$ cat src/rtl/dmem_arb_pkg.sv
// rtl/dmem_arb_pkg.sv - shared constants and state encoding for the dmem arbiter
package dmem_arb_pkg;

  localparam logic PORT_CPU = 1'b0;
  localparam logic PORT_LDR = 1'b1;

  localparam int DEF_BURST_MAX = 4;
  localparam int DEF_READ_LAT  = 1;

  typedef enum logic [1:0] {
    IDLE = 2'd0,
    OWN0 = 2'd1,
    OWN1 = 2'd2
  } arb_state_t;

endpackage

$ cat src/rtl/rd_return_pipe.sv
// rtl/rd_return_pipe.sv - tags each accepted read with its port and times its return
module rd_return_pipe
  import dmem_arb_pkg::*;
#(
  parameter int READ_LAT = DEF_READ_LAT
) (
  input  logic i_clock,
  input  logic i_reset,
  input  logic i_push,
  input  logic i_id,
  output logic o_rvalid0,
  output logic o_rvalid1,
  output logic o_busy
);

  logic [READ_LAT-1:0] r_valid;
  logic [READ_LAT-1:0] r_id;

  generate
    if (READ_LAT == 1) begin : g_single
      always_ff @(posedge i_clock or posedge i_reset) begin
        if (i_reset) begin
          r_valid <= '0;
          r_id    <= '0;
        end else begin
          r_valid <= i_push;
          r_id    <= i_id;
        end
      end
    end else begin : g_multi
      always_ff @(posedge i_clock or posedge i_reset) begin
        if (i_reset) begin
          r_valid <= '0;
          r_id    <= '0;
        end else begin
          r_valid <= {r_valid[READ_LAT-2:0], i_push};
          r_id    <= {r_id[READ_LAT-2:0], i_id};
        end
      end
    end
  endgenerate

  assign o_rvalid0 = r_valid[READ_LAT-1] & (r_id[READ_LAT-1] == PORT_CPU);
  assign o_rvalid1 = r_valid[READ_LAT-1] & (r_id[READ_LAT-1] == PORT_LDR);
  assign o_busy    = |r_valid;

endmodule

$ cat src/rtl/dmem_arbiter.sv
// rtl/dmem_arbiter.sv - round-robin, burst-capped arbiter sharing one dmem port between CPU and loader
module dmem_arbiter
  import dmem_arb_pkg::*;
#(
  parameter int ADDR_W    = 12,
  parameter int DATA_W    = 32,
  parameter int READ_LAT  = DEF_READ_LAT,
  parameter int BURST_MAX = DEF_BURST_MAX
) (
  input  logic              clock,
  input  logic              reset,
  input  logic              req0,
  input  logic              req1,
  input  logic              we0,
  input  logic              we1,
  input  logic [ADDR_W-1:0] addr0,
  input  logic [ADDR_W-1:0] addr1,
  input  logic [DATA_W-1:0] wdata0,
  input  logic [DATA_W-1:0] wdata1,
  output logic              gnt0,
  output logic              gnt1,
  output logic              rvalid0,
  output logic              rvalid1,
  output logic [DATA_W-1:0] rdata,
  output logic [ADDR_W-1:0] mem_addr,
  output logic [DATA_W-1:0] mem_wdata,
  output logic              mem_wren,
  input  logic [DATA_W-1:0] mem_q,
  output logic              busy
);

  localparam int              CNT_W   = $clog2(BURST_MAX + 1);
  localparam logic [CNT_W-1:0] CNT_MAX = CNT_W'(BURST_MAX);
  localparam logic [CNT_W-1:0] CNT_ONE = CNT_W'(1);

  arb_state_t       r_state, w_state_nxt;
  logic [CNT_W-1:0] r_cnt, w_cnt_nxt;
  logic             r_last, w_last_nxt;
  logic             w_gnt, w_win, w_gnt_ok, w_win_we;
  logic             w_own, w_own_req, w_oth_req;
  logic             w_rd_push, w_pipe_busy;

  assign w_own     = (r_state == OWN1);
  assign w_own_req = w_own ? req1 : req0;
  assign w_oth_req = w_own ? req0 : req1;

  always_ff @(posedge clock or posedge reset) begin
    if (reset) begin
      r_state <= IDLE;
      r_cnt   <= '0;
      r_last  <= PORT_LDR;
    end else begin
      r_state <= w_state_nxt;
      r_cnt   <= w_cnt_nxt;
      r_last  <= w_last_nxt;
    end
  end

  always_comb begin
    w_state_nxt = r_state;
    w_cnt_nxt   = r_cnt;
    w_last_nxt  = r_last;
    w_gnt       = 1'b0;
    w_win       = r_last;
    case (r_state)
      IDLE: begin
        if (req0 || req1) begin
          w_gnt     = 1'b1;
          w_win     = (req0 && req1) ? ~r_last : req1;
          w_cnt_nxt = CNT_ONE;
        end
      end
      default: begin
        // Owner keeps the port unless the other side is waiting and the cap is reached.
        if (w_own_req && (!w_oth_req || (r_cnt < CNT_MAX))) begin
          w_gnt     = 1'b1;
          w_win     = w_own;
          w_cnt_nxt = (r_cnt < CNT_MAX) ? r_cnt + CNT_ONE : r_cnt;
        end else if (w_oth_req) begin
          w_gnt     = 1'b1;
          w_win     = ~w_own;
          w_cnt_nxt = CNT_ONE;
        end else begin
          w_state_nxt = IDLE;
          w_cnt_nxt   = '0;
        end
      end
    endcase
    if (w_gnt) begin
      w_last_nxt  = w_win;
      w_state_nxt = w_win ? OWN1 : OWN0;
    end
  end

  assign w_gnt_ok  = w_gnt & ~reset;
  assign w_win_we  = w_win ? we1 : we0;
  assign gnt0      = w_gnt_ok & (w_win == PORT_CPU);
  assign gnt1      = w_gnt_ok & (w_win == PORT_LDR);
  assign mem_wren  = w_gnt_ok & w_win_we;
  assign mem_addr  = w_gnt_ok ? (w_win ? addr1 : addr0) : '0;
  assign mem_wdata = w_gnt_ok ? (w_win ? wdata1 : wdata0) : '0;
  assign w_rd_push = w_gnt_ok & ~w_win_we;
  assign rdata     = mem_q;
  assign busy      = w_gnt_ok | w_pipe_busy;

  rd_return_pipe #(
    .READ_LAT(READ_LAT)
  ) u_rd_pipe (
    .i_clock  (clock),
    .i_reset  (reset),
    .i_push   (w_rd_push),
    .i_id     (w_win),
    .o_rvalid0(rvalid0),
    .o_rvalid1(rvalid1),
    .o_busy   (w_pipe_busy)
  );

endmodule

$ cat config.mk
export PLATFORM = sky130hd
export DESIGN_NAME = dmem_arbiter
export DESIGN_NICKNAME = d
export VERILOG_FILES = /design/src/rtl/dmem_arb_pkg.sv /design/src/rtl/rd_return_pipe.sv /design/src/rtl/dmem_arbiter.sv
export SDC_FILE = /design/constraint.sdc
export NUM_CORES = 1
export LEC_CHECK = 0
export ABC_AREA = 0
export ABC_CLOCK_PERIOD_IN_PS = 2900
export BUFFER_PORTS_ARGS = -buffer_cell sky130_fd_sc_hd__clkbuf_2
export CAP_MARGIN = 20
export CELL_PAD_IN_SITES_DETAIL_PLACEMENT = 0
export CELL_PAD_IN_SITES_GLOBAL_PLACEMENT = 1
export CORE_MARGIN = 2
export CORE_UTILIZATION = 17
export CTS_CLUSTER_SIZE = 8
export DETAILED_ROUTE_END_ITERATION = 7
export HOLD_SLACK_MARGIN = 0.06
export PLACE_DENSITY = 0.89
export SETUP_SLACK_MARGIN = 0.4
export SLEW_MARGIN = 20
export SYNTH_ARGS = -nofsm -noshare
export SYNTH_HDL_FRONTEND = slang
export SYNTH_HIERARCHICAL = 1
export SYNTH_SLANG_ARGS = --single-unit
$ cat constraint.sdc
create_clock -name clock -period 2.9 [get_ports clock]
set_clock_uncertainty 0.2 [all_clocks]
set_input_delay 0.725 -clock clock [delete_from_list [all_inputs] [get_ports clock]]
set_output_delay 0.725 -clock clock [all_outputs]
set_load 0.01 [all_outputs]
==> out/qor.txt <==
======================================================================================
Setup repair after global routing missed its margin                               true
Via count                                                                         2029
Count of clock tree sinks                                                            8
Synthesized area per cell                                                     5.97 um2
Global-route wire length before repair                                         8.99 mm
Hpwl dp                                                                        4.23 mm
Die Y                                                                          95.8 um
Top cells by area in the synthesized netlist                              nand2_1 (24%), buf_4 (17%), a21oi_1 (16%), dfrtp_1 (12%), buf_6 (6.3%)
Post-Place Cell Area                                                       0.00224 mm2
Minimum period implied by the final worst setup slack                          2.83 ns
Number of max-slew violations in the final report                                    0
Register-to-register setup slack                                               0.88 ns
Post-synth EDFFs                                                                     0
Pwr Total                                                                      1.04 mW
Antenna violations before repair                                                     0
IO Port Bufs                                                                       143
Setup Viol. Count Final                                                              0
VDD IR-drop max                                                             0.000132 V
Crit path kind                                                              reg -> out
Sequential-to-total area share from yosys stat                                   0.141
Post-route setup slack                                                       0.0707 ns
Post-route DRC violation count                                                       0
Worst setup EP type                                                        output port
Number of antenna-violating nets in the routed design                                0
Critical Path Start Type                                                     flip-flop
Overall routed net length                                                      6.41 mm
Fill cell instance count of the final layout                                       875
Post-synthesis cell count                                                          240
Initial core utilization                                                         0.175
Final weighted congestion in routability-driven placement                        0.747
Main flop type after synthesis                                                 dfrtp_1
Post-route standard cell area excluding fillers                            0.00281 mm2
Final Hold Vio Count                                                                 0
Cell type with the largest total area after synthesis                          nand2_1
Synth Register Bits                                                                  8
Leftover overflow at the end of global routing                                       0
Critical path data required time                                               1.98 ns
Clock slew at the register clock pins of the worst setup and hold paths        0.04 ns
Number of nets in the layout                                                       500
Clock tree from TritonCTS                                                        built
DRC marker count from the first detailed-route iteration                            58
Proportion of layout cells with a drive suffix above 1                           0.720
Worst Hold Margin                                                             0.133 ns
CTS H-Tree Depth                                                                     1
Synthesized area                                                           0.00143 mm2
Largest net degree at the start of global routing                                   21
Hold buffer count at cts                                                             0
Pre-CTS worst setup slack                                                   -0.0759 ns
Maximum net fanout on the critical path                                              4
DRT Pass-1 Iters                                                                     5
Via count of the first global-routing pass                                        1832
Maximum Capacitance Violations                                                       0
Number of placed I/O pins                                                          208
Drt via density                                                                   4.25
Core ar.                                                                   0.00818 mm2
Syn_nets                                                                           367
Power per standard cell area                                                370 mW/mm2
Buffer type at the clock tree root                                            clkbuf_8
Post-synth top area share                                                        0.244
Type of the tightest min-delay check                                       in -> async
Worst relative slew slack                                                        0.825
Share of flip-flops with an asynchronous set or reset after synthesis             1.00
Die Outline Area                                                           0.00918 mm2
Outcome                                                                   finished clean
Wire length per cell                                                           13.4 um
Horizontal extent of the die                                                   95.8 um
Clk buf depth                                                                        2
Yosys warnings                                                                       6
ANT cells                                                                            0
Leakage Power                                                                  1.46 nW
Number of CTS-inserted buffers                                                       3
Count of unique library cells instantiated by Yosys                                 31
Most common cell in the netlist                                                nand2_1
Synthesis-to-layout area growth                                                  95.8%
Data arrival time of the worst path                                            1.90 ns
Global-route total usage across every layer                                      0.128
Commonest cells post-synth                                                nand2_1 (93), a21oi_1 (47), buf_4 (32)
F_max                                                                          353 MHz
Clock latency on the worst-skew pair                                           0.23 ns
Final total negative setup slack                                                  0 ns
Share of the clock period used by the worst path after layout                    0.976
Number of placement rows                                                            33
Least-Margin Pin Slew                                                         0.259 ns
======================================================================================
final cells by class:
type	count	area (um2)	share of cell area
clock buffer	4	45.0	0.0161
timing repair buffer	173	1170	0.417
inverter	6	48.8	0.0174
sequential	8	201	0.0718
multi-input combinational	177	1150	0.411
timing repair inverter	4	57.6	0.0205
tap	105	131	0.0468
where the power goes:
group,internal [mW],leakage (nW),switching (mW),total (mW)
clock,0.0953,0.0228,0.0445,0.140
sequential,0.133,0.0967,0.0172,0.150
combinational,0.361,1.34,0.388,0.748
cell usage in the layout, fill, tap and decap left out, drive strengths merged:
cell and n:
clkbuf 102, a21oi 47, nor2 8, o21bai 1, o221a 1, o311a 1, buf 73, nand2 93
o21ai 6, ha 1, and2 1, nor4 1, and2b 1, nor3 1, a21boi 1, nor2b 3
nand2b 3, mux2i 1, o31ai 1, dfstp 1, nand3 2, mux2 1, inv 7, nor4b 1
bufbuf 2, dfrtp 7, clkinv 3, a32o 1, a211oi 1
what timing repair did:
action,4_1_cts,5_1_grt
buffers inserted,11,4
setup endpoints to repair,48,48
pin swaps,3,3
cloned,7,1
gates resized for setup,24,76
registers in the layout, summed over array words and instances (netlist names):
register / cells
r_state: 2
u_rd_pipe/o_busy: 1
r_last: 1
r_cnt: 3
u_rd_pipe/r_id: 1
cell families (layout without fill, tap and decap cells):
family | after synthesis | after routing | share of synthesized area
adders and majority gates | 1 | 1 | 0.00873
DFF | 8 | 8 | 0.141
and+or+nand+nor | 114 | 114 | 0.323
buffers and inverters | 55 | 187 | 0.274
muxes | 2 | 2 | 0.0175
AOI/OAI and AO/OA | 60 | 60 | 0.236
per-layer routing:
metal  part of all wire  track usage
met1               0.39        0.152
met2               0.54        0.237
met3              0.062       0.0243
met4             0.0080       0.0286
met5                  0            0
path summary, 6_finish.rpt:
path	from	endpoint	cells after the start
min in group clock	r_cnt[1]	r_cnt[1]	2
worst max register to register	r_state[1]	u_rd_pipe/o_busy	7
worst min-delay path	reset	u_rd_pipe/o_busy	2
worst max-delay path	r_state[1]	mem_wren	7
max in group asynchronous	reset	r_last	3
worst min register to register	r_cnt[1]	r_cnt[1]	2
critical path: stages, from the launching register on:
cell	delay (ns)
dfrtp_1	0.40
mux2_4	0.32
o311a_4	0.35
buf_8	0.14
buf_12	0.11
mux2i_2	0.18
nor2_1	0.05
clkbuf_2	0.12
stage by stage:
stage               utilization  std cells
finish                    0.343        477
global route              0.343        477
CTS                       0.325        472
detailed placement        0.274        450
global placement          0.274        450
floorplan                     -        240
Power figures use the tool's default switching activity.
